--- src/rtl/sound_pulse_gen.sv ---
// sound_pulse_gen: square channel with duty, length, envelope and sweep.
// Every timebase arrives as a one-cycle enable on clk.
module sound_pulse_gen #(
  parameter int FREQ_W    = 11,
  parameter int LEN_W     = 6,
  parameter int VOL_W     = 4,
  parameter int HAS_SWEEP = 1
) (
  input  logic              clk,
  input  logic              rst_n,
  input  logic              freq_tick,
  input  logic              length_tick,
  input  logic              env_tick,
  input  logic              sweep_tick,
  input  logic              trigger,
  input  logic              freq_wr,
  input  logic [FREQ_W-1:0] frequency,
  input  logic [1:0]        wave_duty,
  input  logic              length_wr,
  input  logic [LEN_W-1:0]  length,
  input  logic              length_en,
  input  logic [VOL_W-1:0]  initial_volume,
  input  logic              env_increasing,
  input  logic [2:0]        env_period,
  input  logic [2:0]        sweep_period,
  input  logic              sweep_decreasing,
  input  logic [2:0]        sweep_shift,
  output logic [VOL_W-1:0]  level,
  output logic              enable
);

  localparam int LC_W = LEN_W + 1;
  localparam logic [FREQ_W-1:0] F_MAX = '1;
  localparam logic [VOL_W-1:0]  V_MAX = '1;
  localparam logic [LC_W-1:0]   L_FULL = {1'b1, {LEN_W{1'b0}}};

  logic              en_q, en_d;
  logic [VOL_W-1:0]  level_q, level_d;
  logic [FREQ_W-1:0] div_q, div_d;
  logic [2:0]        pos_q, pos_d;
  logic [LC_W-1:0]   len_q, len_d;
  logic [VOL_W-1:0]  vol_q, vol_d;
  logic [2:0]        envt_q, envt_d;
  logic [FREQ_W-1:0] shadow_q, shadow_d;
  logic [3:0]        swt_q, swt_d;
  logic              swact_q, swact_d;

  logic              dac_en;
  logic              duty_high;
  logic              trig_ovf;
  logic [FREQ_W:0]   sw_new;
  logic              sw_ovf2;
  logic [LC_W-1:0]   len_ld;
  logic [3:0]        swt_rld;

  function automatic logic [FREQ_W:0] sweep_calc(
    input logic [FREQ_W-1:0] f,
    input logic [2:0]        sh,
    input logic              dec
  );
    logic [FREQ_W:0] d;
    d = {1'b0, f >> sh};
    return dec ? ({1'b0, f} - d) : ({1'b0, f} + d);
  endfunction

  // Subtraction cannot exceed the input, so only addition can overflow.
  function automatic logic add_ovf(
    input logic [FREQ_W-1:0] f,
    input logic [2:0]        sh
  );
    logic [FREQ_W:0] s;
    s = {1'b0, f} + {1'b0, f >> sh};
    return s[FREQ_W];
  endfunction

  always_comb begin
    dac_en = (initial_volume != '0) | env_increasing;

    duty_high = 1'b0;
    unique case (1'b1)
      (wave_duty == 2'b00): duty_high = (pos_q == 3'd7);
      (wave_duty == 2'b01): duty_high = (pos_q >= 3'd6);
      (wave_duty == 2'b10): duty_high = pos_q[2];
      default:              duty_high = (pos_q <= 3'd5);
    endcase

    sw_new   = sweep_calc(shadow_q, sweep_shift, sweep_decreasing);
    sw_ovf2  = add_ovf(sw_new[FREQ_W-1:0], sweep_shift)
               & ~sweep_decreasing;
    trig_ovf = (HAS_SWEEP != 0) && (sweep_shift != 3'd0)
               && !sweep_decreasing
               && add_ovf(frequency, sweep_shift);
    len_ld   = length_wr ? (L_FULL - {1'b0, length}) : len_q;
    swt_rld  = (sweep_period == 3'd0) ? 4'd8 : {1'b0, sweep_period};

    en_d     = en_q;
    div_d    = div_q;
    pos_d    = pos_q;
    len_d    = len_q;
    vol_d    = vol_q;
    envt_d   = envt_q;
    shadow_d = shadow_q;
    swt_d    = swt_q;
    swact_d  = swact_q;
    level_d  = (en_q && duty_high) ? vol_q : '0;

    if (trigger) begin
      en_d     = dac_en & ~trig_ovf;
      div_d    = frequency;
      vol_d    = initial_volume;
      envt_d   = env_period;
      len_d    = (len_ld == '0) ? L_FULL : len_ld;
      shadow_d = frequency;
      swt_d    = swt_rld;
      swact_d  = (sweep_period != 3'd0) | (sweep_shift != 3'd0);
    end else begin
      if (freq_tick) begin
        if (div_q == F_MAX) begin
          div_d = shadow_q;
          pos_d = pos_q + 3'd1;
        end else begin
          div_d = div_q + 1'b1;
        end
      end

      if (length_wr) begin
        len_d = len_ld;
      end else if (length_tick && length_en && len_q != '0) begin
        len_d = len_q - 1'b1;
        if (len_q == LC_W'(1)) en_d = 1'b0;
      end

      if (env_tick && env_period != 3'd0) begin
        if (envt_q <= 3'd1) begin
          envt_d = env_period;
          if (env_increasing) begin
            if (vol_q != V_MAX) vol_d = vol_q + 1'b1;
          end else begin
            if (vol_q != '0) vol_d = vol_q - 1'b1;
          end
        end else begin
          envt_d = envt_q - 3'd1;
        end
      end

      // Sweep math fires only when its timer expires.
      if (HAS_SWEEP != 0 && sweep_tick && swact_q) begin
        if (swt_q <= 4'd1) begin
          swt_d = swt_rld;
          if (sweep_period != 3'd0) begin
            if (sw_new[FREQ_W]) begin
              en_d = 1'b0;
            end else if (sweep_shift != 3'd0) begin
              shadow_d = sw_new[FREQ_W-1:0];
              if (sw_ovf2) en_d = 1'b0;
            end
          end
        end else begin
          swt_d = swt_q - 4'd1;
        end
      end

      if (freq_wr) shadow_d = frequency;
    end

    if (HAS_SWEEP == 0) shadow_d = frequency;
    if (!dac_en) en_d = 1'b0;
  end

  always_ff @(posedge clk or negedge rst_n) begin
    if (!rst_n) begin
      en_q     <= 1'b0;
      level_q  <= '0;
      div_q    <= '0;
      pos_q    <= 3'd0;
      len_q    <= '0;
      vol_q    <= '0;
      envt_q   <= 3'd0;
      shadow_q <= '0;
      swt_q    <= 4'd0;
      swact_q  <= 1'b0;
    end else begin
      en_q     <= en_d;
      level_q  <= level_d;
      div_q    <= div_d;
      pos_q    <= pos_d;
      len_q    <= len_d;
      vol_q    <= vol_d;
      envt_q   <= envt_d;
      shadow_q <= shadow_d;
      swt_q    <= swt_d;
      swact_q  <= swact_d;
    end
  end

  assign level  = level_q;
  assign enable = en_q;

endmodule
--- config.mk ---
export PLATFORM = sky130hd
export DESIGN_NAME = sound_pulse_gen
export DESIGN_NICKNAME = d
export VERILOG_FILES = /design/src/rtl/sound_pulse_gen.sv
export SDC_FILE = /design/constraint.sdc
export NUM_CORES = 1
export LEC_CHECK = 0
export CORE_ASPECT_RATIO = 2
export CORE_MARGIN = 10
export CORE_UTILIZATION = 33
export CTS_BUF_LIST = sky130_fd_sc_hd__clkbuf_8 sky130_fd_sc_hd__clkbuf_16
export CTS_CLUSTER_DIAMETER = 80
export DETAILED_ROUTE_END_ITERATION = 8
export GPL_TIMING_DRIVEN = 0
export PLACE_DENSITY = 0.63
export SYNTH_ARGS = -nofsm -noshare
export SYNTH_HDL_FRONTEND = slang
export SYNTH_SLANG_ARGS = --single-unit
export TNS_END_PERCENT = 100
--- constraint.sdc ---
create_clock -name clk -period 6.9 [get_ports clk]
set_input_delay 1.38 -clock clk [delete_from_list [all_inputs] [get_ports clk]]
set_output_delay 1.38 -clock clk [all_outputs]
set_load 0.05 [all_outputs]
==> results of run 1 <==
[layout make-up]
type	count	area, sq um
plain buffers	32	169
clock buffers	5	125
clock inverters	3	28.8
fillers	1643	9400
inverters	28	110
multi-input cells	545	3990
flip-flops and latches	49	1230
well taps	201	251
repair buffers	58	558
[metrics by stage]
stage | worst slack, ps | cells | area (sq um) | utilization [%]
after detailed placement | -876 | 901 | 6040 | 38.1
after CTS | 6.44 | 913 | 6310 | 39.8
after global placement | -866 | 900 | 6030 | 38.0
after floorplan | 752 | 654 | 5330 | -
after global routing | -7.31 | 921 | 6460 | 40.7
final | 232 | 921 | 6460 | 40.7
[layer usage]
layer / GRT usage [%] / part of all wire (%) / up-vias
met2: 32.3 / 55 / 199
met1: 15.3 / 33 / 2600
met4: 12.6 / 7.2 / 0
li1: - / - / 2547
met3: 1.65 / 4.1 / 86
met5: 0 / 0 / -
[path summary, 6_finish.rpt]
| kind | startpoint | endpoint | cells past startpoint |
|---|---|---|---|
| worst max-delay path | sweep_shift[2] | enable$_DFF_PN0_ | 25 |
| worst min-delay path | pos_q[0]$_DFFE_PN0P_ | pos_q[0]$_DFFE_PN0P_ | 1 |
| worst max register to register | shadow_q[8]$_DFFE_PN0P_ | enable$_DFF_PN0_ | 23 |
| worst min register to register | pos_q[0]$_DFFE_PN0P_ | pos_q[0]$_DFFE_PN0P_ | 1 |
| max in group asynchronous | rst_n | envt_q[1]$_DFFE_PN0P_ | 2 |
| min in group asynchronous | rst_n | swt_q[3]$_DFFE_PN0P_ | 1 |
[sequential cells by signal, indices dropped and copies added (netlist names)]
name,flops
enable,1
div_q,11
swt_q,4
level,4
len_q,7
envt_q,3
vol_q,4
shadow_q,11
swact_q,1
pos_q,3
[synth_stat cells (all sizes together), types with 3 or more instances]
master,instances,area (sq um)
nand4,9,56.3
nand3,10,50.1
nor2,56,210
and2,11,68.8
dfrtp,49,1230
mux2,10,113
o31a,5,43.8
clkinv,3,11.3
nor3,16,85.1
o22a,5,43.8
or3,3,18.8
xor2,16,140
a221oi,3,26.3
or2,3,18.8
o21a,8,60.1
a31oi,23,150
inv,25,93.8
clkbuf,23,86.3
nand2b,4,25.0
a221o,3,30.0
or4,3,22.5
a211oi,10,85.1
nor4,4,25.0
nand2,62,235
and3,9,56.3
ha,45,563
a21oi,58,298
o21ai,61,305
a22oi,6,45.0
o211ai,5,37.5
buf,9,67.6
a21o,8,60.1
nor2b,9,56.3
mux4,10,229
mux2i,20,220
xnor2,19,174
[cells by family (layout without fill, tap and decap cells)]
group	count (synthesis)	in the layout
AOI/OAI and AO/OA	214	214
xor gates and xnor gates	35	35
muxes	40	40
adders and majority gates	47	47
buffers and inverters	60	126
and+or+nand+nor	209	209
DFF	49	49
[power by group]
group | switching (uW) | leakage, uW | internal [uW]
combinational | 467 | 0.00201 | 336
clock | 125 | 0.0000767 | 140
sequential | 47.3 | 0.000587 | 320
total | 639 | 0.00268 | 796
[layout by cell type, fill, tap and decap left out, drive strengths merged, types with 6 or more instances in the layout]
cell type / n
mux4: 10
and2: 11
and3: 9
nor2: 56
nand4: 9
nand2: 62
a211oi: 10
clkdlybuf4s50: 43
xnor2: 19
nor3: 16
inv: 28
mux2: 10
mux2i: 20
o21a: 8
a21o: 8
nand3: 10
dfrtp: 49
a21oi: 58
o21ai: 61
clkbuf: 29
a22oi: 6
a31oi: 23
ha: 45
buf: 22
nor2b: 9
xor2: 16
[timing repair]
action                     4_1_cts  5_1_grt
pin swaps                        2       10
setup buffers                    4        8
resized for setup               16       30
setup endpoints to repair        1        1
==> impl_metrics.ini, run 1 <==
[status]
status = finished, final reports clean

[pwr]
power_density_nw_per_um2 = 222
report.power.total_uw = 1430
power_leakage_uw = 0.00268
ir_drop_uv = 97.2

[route]
drtAntennaViolNets = 0
vias = 5432
drtIter0Drc = 482
routed_via_density = 5.90
drt-total-wl_um = 18600
drc = 0
drt_pass1_iterations = 5
wire_per_inst_um = 20.2

[clocking]
clock_path_buffers = 2
cts_buffers = 5
clockRootBuffer = clkbuf_16
clk_pin_slew_ps = 70
clock_latency_ps = 300
cts_tree = yes
cts_sinks = 49
holdBufCountCts = 0
cts.htree.levels = 2

[timing]
setup_viol = 0
hold_viol_final = 0
min_period_ps = 6670
max_freq_mhz = 150
slew_headroom_pct = 26.6
report.final.slew_viol_count = 0
finalSetupTns_ps = 0
worst_pin_slew_ps = 1090
finalCritPeriodShare_pct = 96.6
skew_ps = 9.57
hold_slack_ps = 503

[synth]
synth-compound-area-share_pct = 25.4
ys_ff_latch = 49
yosys.area_share.simple_pct = 19.0
synth_edf_count = 0
ys.flop_type = dfrtp_1
synth_mux_area_share_pct = 10.5
ys_types = 73
synthXorXnorAreaFrac_pct = 5.89
syn_area_sq_um = 5330
yosysWarnings = 0
synth_fa_ha_area_share_pct = 11.3
synth_top_family_by_area = compound AO/OA/AOI/OAI gates
ys_async_sr_fraction_pct = 100
synth_area_per_cell_sq_um = 8.15
yosysSeqAreaShare_pct = 23.0
synth_cells = 654
synth.net_count = 745

[floorplanning]
row_count = 65
fp.dieArea_sq_um = 21900
fp.dieW_um = 110
core_area_sq_um = 15900
ios = 49
fp.dieH_um = 200
start_util_pct = 33.6

[critical_path]
cp.required_ps = 7080
r2r_setup_slack_ps = 1160
cp.arrival_ps = 6840
cp_slowest_stage_delay_ps = 580
crit_fanout = 10
path_buf_inv = 4
crit_type = input pin to flip-flop
end_kind = flip-flop
crit_slowest_cell = clkdlybuf4s50_1
cp_top_family = compound AO/OA/AOI/OAI gates
start_kind = input pin

[place]
dp_hpwl_um = 14500
gp_congestion = 0.977
portBuffers = 45

[finish]
drive_gt1_share_pct = 12.2
antenna_cells = 0
fin_nets = 810
syn_to_final_growth_pct = 21.3

[global_routing]
overflow = 0
grt_pass1_vias = 5640
antenna_found_initial = 0
grt_pass1_wl_um = 29000
grt_use_total_pct = 16.8
grt_max_degree = 40

[hold_path]
hp-class = flip-flop to flip-flop

[job]
cap_violations = 0
Note: power is estimated with default switching activity, not from simulation.
==> run 2: changes to the inputs <==
--- a/config.mk
+++ b/config.mk
@@ -7,12 +7,12 @@
 export LEC_CHECK = 0
 export CORE_ASPECT_RATIO = 2
 export CORE_MARGIN = 10
-export CORE_UTILIZATION = 33
+export CORE_UTILIZATION = 59
 export CTS_BUF_LIST = sky130_fd_sc_hd__clkbuf_8 sky130_fd_sc_hd__clkbuf_16
 export CTS_CLUSTER_DIAMETER = 80
 export DETAILED_ROUTE_END_ITERATION = 8
 export GPL_TIMING_DRIVEN = 0
-export PLACE_DENSITY = 0.63
+export PLACE_DENSITY = 0.94
 export SYNTH_ARGS = -nofsm -noshare
 export SYNTH_HDL_FRONTEND = slang
 export SYNTH_SLANG_ARGS = --single-unit
==> impl_metrics.ini, run 2 (synthesis gave the netlist of run 1 again) <==
[clocking]
clk_pin_slew_ps = 70
clock_latency_ps = 300
clockRootBuffer = clkbuf_16
clock_path_buffers = 2
cts_sinks = 49
holdBufCountCts = 0
cts.htree.levels = 2
cts_buffers = 5
cts_tree = yes

[global_routing]
grt_pass1_vias = 5770
grt_pass1_wl_um = 28500
antenna_found_initial = 0
overflow = 0
grt_use_total_pct = 26.4
grt_max_degree = 42

[finish]
fin_nets = 811
syn_to_final_growth_pct = 19.1
reg_top3 = div_q x11, shadow_q x11, len_q x7
drive_gt1_share_pct = 12.1
final_cell_mix = 61 x nand2_1, 58 x o21ai_0, 56 x nor2_1
post-route-util_pct = 71.4
antenna_cells = 0
layout_commonest_cell = nand2_1

[timing]
skew_ps = 6.23
min_period_ps = 6740
max_freq_mhz = 148
worst_pin_slew_ps = 1260
hold_viol_final = 0
finalSetupTns_ps = 0
hold_slack_ps = 493
report.final.slew_viol_count = 0
setup_viol = 0
slew_headroom_pct = 15.1
finalCritPeriodShare_pct = 97.6

[route]
drtIter0Drc = 354
wire_per_inst_um = 21.8
drt-total-wl_um = 18000
vias = 5679
drtAntennaViolNets = 0
routed_via_density = 6.90
drc = 0
drt_pass1_iterations = 7

[critical_path]
reg2regPathDepth = 23
r2r_start = shadow_q[8]$_DFFE_PN0P_
crit_slowest_cell = clkdlybuf4s50_1
crit_fanout = 10
end_kind = flip-flop
r2r_setup_slack_ps = 1150
cp_slowest_stage_delay_ps = 620
cp.required_ps = 7070
r2r_end = enable$_DFF_PN0_
start_kind = input pin
cp.arrival_ps = 6910
crit_type = input pin to flip-flop

[pwr]
switchingPower_uw = 643
clkPwrFrac_pct = 18.1
seq_power_share_pct = 25.6
ir_drop_uv = 150
power_density_nw_per_um2 = 227
swShare_pct = 44.6
p_comb_share_pct = 56.3
power_leakage_uw = 0.00268
internal_power_uw = 798

[place]
gp_congestion = 0.991
dp_hpwl_um = 14000
portBuffers = 45

[floorplanning]
fp.dieW_um = 87.2
fp.dieH_um = 154
core_area_sq_um = 8890
row_count = 49
ios = 49
start_util_pct = 59.9
fp.dieArea_sq_um = 13500

[hold_path]
hold_end = pos_q[0]$_DFFE_PN0P_
hp-class = flip-flop to flip-flop
worstHoldStart = pos_q[0]$_DFFE_PN0P_
whs_path_depth = 1

[status]
status = finished, final reports clean

[job]
cap_violations = 0
## run 2: worst max path at each step
stage                              start          endpoint  slack [ps]  cells after the start
after floorplan           sweep_shift[0]  enable$_DFF_PN0_         750                     24
after global placement    sweep_shift[0]  enable$_DFF_PN0_        -830                     25
after detailed placement  sweep_shift[0]  enable$_DFF_PN0_        -970                     24
after CTS                 sweep_shift[0]  enable$_DFF_PN0_          10                     25
after global routing      sweep_shift[2]  enable$_DFF_PN0_         -50                     22
final                     sweep_shift[2]  enable$_DFF_PN0_         160                     25
## run 2: power by group through the flow
stage / combinational, uW / clock (uW) / sequential (uW)
after global placement: 681 / 0 / 367
after CTS: 741 / 262 / 366
after floorplan: 486 / 0 / 365
after detailed placement: 709 / 0 / 371
after global routing: 875 / 273 / 372
final: 812 / 261 / 369
## run 2: per-layer routing
| metal | up-vias | track usage (%) | share of wire, % |
|---|---|---|---|
| li1 | 2557 | - | - |
| met1 | 2714 | 23.9 | 32 |
| met2 | 293 | 47.5 | 53 |
| met3 | 115 | 4.42 | 5.8 |
| met4 | 0 | 22.9 | 9.7 |
| met5 | - | 0 | 0 |
## run 2: layout make-up
type	instances	area, sq um
clock inverter	3	28.8
sequential	49	1230
buffer	32	170
clock buffer	5	125
timing repair buffer	59	566
fill	700	2540
multi-input combinational	545	4000
tap	102	128
inverter	28	108
## run 2: critical path, delay by kind of cell
kind	cells	cell delay, ps
buffers and inverters	4	970
adders and majority gates	3	870
muxes	2	510
and+or+nand+nor	5	780
AOI/OAI and AO/OA	10	2110
xor gates and xnor gates	1	290
## run 2: stage by stage
| step | setup WS, ps | cells | power [uW] | cell area (sq um) |
|---|---|---|---|---|
| 3_5_place_dp | -967 | 802 | 1080 | 5920 |
| 2_1_floorplan | 752 | 654 | 851 | 5330 |
| 5_1_grt | -46.2 | 823 | 1520 | 6350 |
| 4_1_cts | 11.7 | 810 | 1370 | 6160 |
| 6_report | 163 | 823 | 1440 | 6350 |
| 3_3_place_gp | -828 | 801 | 1050 | 5910 |
## run 2: timing repair
item	4_1_cts	5_1_grt
gates cloned	0	0
setup endpoints to repair	1	1
resized for setup	18	21
buffers inserted	0	13
pin swaps	1	9
